`config.mk`:
```
export PLATFORM = sky130hd
export DESIGN_NAME = fetch_unit
export DESIGN_NICKNAME = d
export VERILOG_FILES = /design/src/rtl/fetch_unit_pkg.sv /design/src/rtl/fetch_buffer.sv /design/src/rtl/fetch_unit.sv
export SDC_FILE = /design/constraint.sdc
export NUM_CORES = 1
export LEC_CHECK = 0
export CAP_MARGIN = 20
export CORE_ASPECT_RATIO = 1.4
export CORE_MARGIN = 3
export CORE_UTILIZATION = 50
export DETAILED_ROUTE_END_ITERATION = 10
export PLACE_DENSITY = 0.78
export SYNTH_ARGS = -nofsm -noshare
export SYNTH_HDL_FRONTEND = slang
export SYNTH_SLANG_ARGS = --single-unit
```
`constraint.sdc`:
```
create_clock -name clk -period 2.65 [get_ports clk]
set_clock_uncertainty 0.2 [all_clocks]
set_input_delay 0.3975 -clock clk [delete_from_list [all_inputs] [get_ports clk]]
set_output_delay 0.3975 -clock clk [all_outputs]
set_load 0.01 [all_outputs]
```
`src/rtl/fetch_unit_pkg.sv`:
```
// Shared definitions for the instruction fetch unit: opcode constants, field bounds,
// FSM state type and the buffered fetch entry layout.
package fetch_unit_pkg;

    localparam int unsigned XLEN    = 32;
    localparam int unsigned OPC_MSB = 31;
    localparam int unsigned OPC_LSB = 26;
    localparam int unsigned ENTRY_W = 2 * XLEN;

    localparam logic [OPC_MSB-OPC_LSB:0] OP_J   = 6'b000010;
    localparam logic [OPC_MSB-OPC_LSB:0] OP_JAL = 6'b000011;

    typedef enum logic {
        BOOT,
        RUN
    } state_e;

    typedef struct packed {
        logic [XLEN-1:0] pc;
        logic [XLEN-1:0] inst;
    } fetch_entry_t;

    // J target keeps the region bits of the sequential successor.
    function automatic logic [XLEN-1:0] j_target(input logic [XLEN-1:0] pc_plus4,
                                                 input logic [XLEN-1:0] inst);
        return {pc_plus4[31:28], inst[25:0], 2'b00};
    endfunction

endpackage

```
`src/rtl/fetch_buffer.sv`:
```
// Two-entry FIFO of {pc, inst} fetch entries; flush has priority over push/pop,
// and the head reads as zero while empty.
module fetch_buffer
    import fetch_unit_pkg::*;
(
    input  logic               clk,
    input  logic               rst_n,
    input  logic               push,
    input  logic [ENTRY_W-1:0] push_data,
    input  logic               pop,
    input  logic               flush,
    output logic [ENTRY_W-1:0] head,
    output logic               full,
    output logic               empty
);

    logic [ENTRY_W-1:0] slot_q [2];
    logic               rd_ptr_q;
    logic               wr_ptr_q;
    logic [1:0]         count_q;
    logic               do_push;
    logic               do_pop;

    assign empty   = (count_q == 2'd0);
    assign full    = (count_q == 2'd2);
    assign do_pop  = pop & ~empty;
    // A push into a full buffer is legal only when the head leaves in the same cycle.
    assign do_push = push & (~full | do_pop);
    assign head    = empty ? '0 : slot_q[rd_ptr_q];

    always_ff @(posedge clk or negedge rst_n) begin
        if (!rst_n) begin
            slot_q[0] <= '0;
            slot_q[1] <= '0;
            rd_ptr_q  <= 1'b0;
            wr_ptr_q  <= 1'b0;
            count_q   <= 2'd0;
        end else if (flush) begin
            rd_ptr_q  <= 1'b0;
            wr_ptr_q  <= 1'b0;
            count_q   <= 2'd0;
        end else begin
            if (do_push) begin
                slot_q[wr_ptr_q] <= push_data;
                wr_ptr_q         <= ~wr_ptr_q;
            end
            if (do_pop) begin
                rd_ptr_q <= ~rd_ptr_q;
            end
            unique case ({do_push, do_pop})
                2'b10:   count_q <= count_q + 2'd1;
                2'b01:   count_q <= count_q - 2'd1;
                default: count_q <= count_q;
            endcase
        end
    end

endmodule

```
`src/rtl/fetch_unit.sv`:
```
// Instruction fetch front end: PC register, BOOT/RUN sequencing, local J redirect
// and a two-entry decode buffer with external redirect/flush.
module fetch_unit
    import fetch_unit_pkg::*;
#(
    parameter logic [XLEN-1:0] RESET_PC    = 32'h0000_0000,
    parameter bit              J_PREDECODE = 1'b1
) (
    input  logic            clk,
    input  logic            rst_n,
    output logic [XLEN-1:0] imem_pc,
    input  logic [XLEN-1:0] imem_inst,
    input  logic            redirect_valid,
    input  logic [XLEN-1:0] redirect_pc,
    output logic            dec_valid,
    input  logic            dec_ready,
    output logic [XLEN-1:0] dec_inst,
    output logic [XLEN-1:0] dec_pc
);

    state_e          state_q;
    logic [XLEN-1:0] pc_q;
    logic [XLEN-1:0] pc_plus4;
    logic [XLEN-1:0] pc_next_seq;
    logic            is_j;
    logic            pop;
    logic            fetch;
    logic            buf_full;
    logic            buf_empty;
    fetch_entry_t    push_entry;
    fetch_entry_t    head_entry;

    assign imem_pc  = pc_q;
    assign pc_plus4 = pc_q + 32'd4;
    assign is_j     = J_PREDECODE && (imem_inst[OPC_MSB:OPC_LSB] == OP_J);
    // JAL falls through here: it needs the link register, so downstream redirects it.
    assign pc_next_seq = is_j ? j_target(pc_plus4, imem_inst) : pc_plus4;

    assign pop   = ~buf_empty & dec_ready;
    assign fetch = (state_q == RUN) & ~redirect_valid & (~buf_full | pop);

    assign push_entry.pc   = pc_q;
    assign push_entry.inst = imem_inst;

    fetch_buffer u_buffer (
        .clk       (clk),
        .rst_n     (rst_n),
        .push      (fetch),
        .push_data (push_entry),
        .pop       (pop),
        .flush     (redirect_valid),
        .head      (head_entry),
        .full      (buf_full),
        .empty     (buf_empty)
    );

    assign dec_valid = ~buf_empty;
    assign dec_inst  = head_entry.inst;
    assign dec_pc    = head_entry.pc;

    always_ff @(posedge clk or negedge rst_n) begin
        if (!rst_n) begin
            state_q <= BOOT;
            pc_q    <= RESET_PC;
        end else if (redirect_valid) begin
            state_q <= RUN;
            pc_q    <= redirect_pc & ~32'd3;
        end else if (state_q == BOOT) begin
            state_q <= RUN;
        end else if (fetch) begin
            pc_q    <= pc_next_seq;
        end
    end

endmodule

```
# Word level (Yosys, flattened, before mapping)
# Cells that the tools add are included.
# W data, S select, Z words.
[totals]
reg_bits = 165
latch_bits = 0
mem_bits_rw = 0
rom_bits = 0
inputBits = 68
output_inout_bits = 97
word_cells = 57
n_memories = 0
[classes]
add_sub_neg = 3
mul = 0
div = 0
n_lt_le_gt_ge = 3
n_eq_ne = 4
shifts = 0
n_mux = 17
bitwise_logic = 14
reduce_logical = 9
[op_table]
columns = ["cell", "n"]
rows = [
  ["$mux W64", 5],
  ["$bwmux W128", 1],
  ["$mux W32", 3],
  ["$demux W64 S1", 1],
  ["$add A32 B3 Y32 const B", 1],
  ["$mux W28", 1],
  ["$reduce_bool A2 Y1", 4],
  ["$eq A6 B2 Y1 const B", 1],
  ["$and A1 B1 Y1", 5],
  ["$not A1 Y1", 5],
  ["$eq A2 B2 Y1 const B", 2],
  ["$ge A2 B2 Y1 const B", 2],
  ["$mux W1", 4],
  ["$not A1 Y2", 2],
  ["$pmux W2 S2", 1],
  ["$reduce_and A2 Y1", 2],
  ["$reduce_bool A3 Y1", 1],
  ["$add A2 B1 Y2 const B", 1],
  ["$eq A2 B1 Y1 const B", 1],
  ["$logic_not A2 Y1", 1],
  ["$lt A2 B1 Y1 const B", 1],
  ["$mux W2", 1],
  ["$or A1 B1 Y1", 2],
  ["$sub A2 B1 Y2 const B", 1],
  ["$logic_and A1 B1 Y1", 1],
]

# Logic depth before layout (Yosys ltp)
[logic_depth]
depth_word = 9
depth_mapped = 8
mapped_depth_nobuf = 6

# Modules after synthesis
# From an unflattened synthesis, not the netlist that was laid out.
[hier_totals]
cells_unflattened = 719
area_unflattened_um2 = 8389.3
[by_module_without_submodules]
columns = ["mod", "n_inst", "cells_per_inst", "area_each_um2", "seq_area_each_um2"]
rows = [
  ["fetch_buffer", 1, 436, 6107.1, 3303.2],
  ["fetch_unit", 1, 283, 2282.2, 775.7],
]

# Least setup slack after synthesis
# OpenSTA, ideal clock, no wires.
[synth_path]
path_kind = "reg2reg"
startpoint = "register pc_q[2], in the netlist imem_pc[2]"
endpoint = "register pc_q[26], in the netlist imem_pc[26]"
setup_ns = 0.126
t_arrival_ns = 1.843
required_ns = 2.324
slack_ns = 0.481
path_stages_with_launch = 8
n_path_buf = 1
period_less_slack_ns = 2.169
path_cell_list = "dfrtp_1 > ha_1 > and4_1 > clkbuf_1 > nand2_1 > nor3_1 > a21oi_1 > a311o_1"
[synth_between]
elab_chain_len = 5
[synth_lines]
columns = ["item", "line", "rtl"]
rows = [
  ["start: declaration", "fetch_unit.sv:22", "logic [XLEN-1:0] pc_q;"],
  ["start signal: assignment", "fetch_unit.sv:67", "pc_q <= redirect_pc & ~32'd3;"],
  ["start signal: assignment", "fetch_unit.sv:71", "pc_q <= pc_next_seq;"],
  ["$add A32 B3 Y32", "fetch_unit.sv:34", "assign pc_plus4 = pc_q + 32'd4;"],
  ["$mux W28", "fetch_unit.sv:37", "assign pc_next_seq = is_j ? j_target(pc_plus4, imem_inst) : pc_plus4;"],
  ["$mux W32", "fetch_unit.sv:70", "end else if (fetch) begin"],
  ["$mux W32", "fetch_unit.sv:68", "end else if (state_q == BOOT) begin"],
  ["$mux W32", "fetch_unit.sv:65", "end else if (redirect_valid) begin"],
]
# Every way passes these cells. The select of a mux whose other input is x is not followed.
# A chain may end at the register's enable or synchronous reset.

# Worst setup path in the final report
[layout_path]
startpoint = "register u_buffer.rd_ptr_q"
endpoint = "output dec_inst[23]"
[layout_between]
elab_chain_len = 5
[layout_lines]
columns = ["item", "line", "rtl"]
rows = [
  ["start: declaration", "fetch_buffer.sv:18", "logic rd_ptr_q;"],
  ["start signal: assignment", "fetch_buffer.sv:48", "rd_ptr_q <= ~rd_ptr_q;"],
  ["$not A1 Y2 (implied by the code)", "fetch_buffer.sv:29", "assign head = empty ? '0 : slot_q[rd_ptr_q];"],
  ["$mux W64 (implied by the code) (3 in a row)", "fetch_buffer.sv:29", ""],
  ["$mux W64", "fetch_buffer.sv:29", ""],
  ["end: declaration", "fetch_unit.sv:17", "output logic [XLEN-1:0] dec_inst,"],
]
# Every way passes these cells. The select of a mux whose other input is x is not followed.

==> metrics.txt <==
status=finished, final reports clean; Peak Freq=383.6 MHz; Post-CTS Setup Repair Bufs=0; count of state elements after synthesis=approximately 160; sequential element share of the synthesized area=between 40% and 50%; CP max stage delay=0.56 ns; largest net degree at the start of global routing=65; dominant cell type by area after synthesis=dfrtp_1; global-route wire length before repair=roughly 36,000 µm; Area Overhead vs Synth=33.89%; DR vias=6,378; Yosys top cell area share=between 40% and 50%; max-slew violations=0; Clk pin slew, worst setup/hold paths=approximately 0.07 ns; Sw Pwr=between 2000 and 2500 µW; setup violators final=0; Initial Utilization=a little over 50%; # DRC=0; Max-slew headroom=59.25%; worst vdd ir=0.0003986 V; Setup crit start=u_buffer.rd_ptr_q$_DFFE_PN0P_; CP Launch Type=flip-flop; Die Ht=155.4 µm; Sum Neg Setup Slack=0 ns; Avg WL per Cell=around 20 µm; sw frac=29.18%; top_reg_cell synth=dfrtp_1; IO Pins=165; Final Hold Fails=0; PortBufs=~160; CTS tree=yes; HP Class=reg2reg; Final Critical Period=2.607 ns; cell area after synthesis=0.007974 mm²; hold wc startpoint=u_buffer.slot_q[7]$_DFFE_PN0P_; worst reg2reg startpoint=u_buffer.count_q[0]$_DFFE_PN0P_; Die Span X=roughly 110 µm; Routed Antenna Nets=0; Mapped Cells=710; Hold EP=u_buffer.slot_q[7]$_DFFE_PN0P_; clock buffer depth=2; Syn Area/Cell=approximately 11 µm²; share of cells above drive strength 1=a little under a quarter; Slew @ Worst Pin=0.6113 ns; Critical Path, Cell by Cell=buf_12 -> mux2i_1 -> nor2_1 -> clkdlybuf4s50_1; RSZ-0062 raised after global routing=false; ys async rst share=between 90% and 100%; clk_lat worst skew=0.42 ns; gr usage total=26.13%; Core ar.=0.01561 mm²; Setup Crit Path Kind=reg2out; Final #Nets=about 960; final WL=about 23,000 µm; worst endpoint required time=2.05 ns; drt via density=5.809; num rows=54; Min Hold Slack=~0.30 ns; post-placement cell count=around 1,100; hold path depth=1; GP Congestion=0.8932; Crit-path slowest cell=clkdlybuf4s50_1; # H-tree levels=4; clock power share=31.0%; Reg2Reg Setup Slack=0.31 ns; router iterations before antenna repair=5; period utilisation layout=a little over nine tenths; Yosys cell types=53; antenna cells=0; CP Capture Type=primary output; Place WS=-0.03504 ns; initial antenna violation count=0; LEAKAGE=0.004346 µW; Gate power share=about a quarter; Synth area leaders=dfrtp_1, mux2_2, mux2i_1; die area=0.01752 mm²; CTS sink count=roughly 160; gr ovfl total=0; RR Endpoint=u_buffer.slot_q[14]$_DFFE_PN0P_; total CTS buffers=17; max-cap viol count=0; number of flops mapped to enable cells by yosys=0; pwr dens=724.1 mW/mm²; Worst Reg-to-Reg Cells=5; DR iter-0 viols=around 470; Clock Tree Root=clkbuf_16; final non-filler cell total=approximately 1,100; crit-path max FO=33; post-DP HPWL=16,260 µm; Fill cells=about 1,100; Pint=5475 µW; synth warn=0; vias in the first global route=slightly below 7,000; Reg power frac=between 40% and 50%; finished layout cell area=roughly 0.011 mm²; Final WS setup=about 0.043 ns; Arrival @ worst endpoint=2.01 ns; placed instance area=roughly 0.01 mm²
## worst max-delay path: cells and delay by family, from the launching register on
family,cells,cell delay (ns)
buffers and inverters,2,0.75
DFF,1,0.50
and+or+nand+nor,1,0.14
muxes,1,0.15
## flip-flops by register name (all words and copies together), names as in the netlist
| register | flops |
|---|---|
| imem_pc | 30 |
| state_q | 1 |
| u_buffer.count_q | 2 |
| u_buffer.rd_ptr_q | 1 |
| u_buffer.slot_q | 124 |
| u_buffer.wr_ptr_q | 1 |
## through the flow
stage                     utilization, %  power (µW)
after floorplan                        -        4458
after global placement             64.61        5243
after detailed placement           64.61        5381
after CTS                          68.36        7775
after global routing               68.41        8088
final                              68.41        7731
## cells in the final DEF, fill, tap and decap left out, types with 3 or more instances in the layout
master,n
inv_1,4
o22ai_1,8
a21oi_1,16
nor3_1,11
clkbuf_16,17
and3_1,5
nand3_1,13
and2_1,4
nor4_1,5
dlymetal6s2s_1,3
buf_4,41
xnor2_1,16
mux2_2,123
clkdlybuf4s50_1,154
inv_6,5
nand2b_1,3
xor2_1,5
dfrtp_1,158
a21o_1,7
nor2_1,96
mux2i_1,62
nand2_1,25
inv_8,3
nand4_1,6
and4_1,6
a221oi_1,9
nor4b_1,3
clkinvlp_4,4
buf_12,10
conb_1,5
o21ai_0,34
## per-layer routing
layer | routed length (µm) | global-route usage [%] | share of wire [%]
met1 | 8765 | 31.05 | 39
met2 | 11720 | 45.71 | 52
met3 | 1196 | 5.097 | 5.3
met4 | 856 | 11.57 | 3.8
met5 | 0 | 0 | 0
## how the worst max path moves through the flow
stage	endpoint	cells past startpoint
5_1_grt	dec_inst[20]	4
3_3_place_gp	u_buffer.slot_q[8]$_DFFE_PN0P_	6
4_1_cts	dec_inst[23]	4
2_1_floorplan	imem_pc[26]$_DFFE_PN0P_	7
3_5_place_dp	u_buffer.slot_q[14]$_DFFE_PN0P_	6
6_report	dec_inst[23]	4
## power by group through the flow
stage | registers [µW] | clock network (µW) | logic, µW
floorplan | 3350 | 0 | 1110
detailed placement | 3430 | 0 | 1950
CTS | 3390 | 2420 | 1960
finish | 3390 | 2390 | 1940
global route | 3460 | 2520 | 2100
global placement | 3370 | 0 | 1870
## cell usage after synthesis, types with 3 or more instances
cell type and count:
a21o_1 7, a21oi_1 16, a221oi_1 9, and2_1 4, and3_1 5, and4_1 6
buf_1 7, buf_2 9, buf_4 12, clkbuf_1 25, dfrtp_1 159, inv_1 4
mux2_2 123, mux2i_1 62, nand2_1 25, nand2b_1 3, nand3_1 13, nand4_1 6
nor2_1 97, nor3_1 11, nor4_1 5, nor4b_1 3, o21ai_0 34, o22ai_1 8
xnor2_1 16, xor2_1 5
## cells by family (layout without fill, tap and decap cells)
family                   Yosys count  after routing  share of synthesized area [%]
AO/OA/AOI/OAI                     90             90                          7.077
XOR/XNOR                          21             21                          2.307
adder cells (fa/ha/maj)            1              1                         0.1569
buffers and inverters             57            246                          3.389
flip-flops                       159            159                          49.90
multiplexers                     186            186                          25.29
other                              2              5                        0.09418
AND/OR/NAND/NOR                  194            194                          11.78
## final cells by class
class,instances,area (µm²),area share (%)
Clock inverter,14,146.4,1.371
Multi-Input combinational cell,497,3750,35.12
Clock buffer,18,429.2,4.020
Inverter,4,15.01,0.1406
Tap cell,196,245.2,2.297
Timing Repair Buffer,210,2108,19.75
Sequential cell,159,3983,37.30
## repair_timing
action,in CTS,in global routing
hold endpoints to repair,58,0
setup endpoints to repair,0,3
hold buffers,1,0
resized for setup,0,3
Power figures use the tool's default switching activity.
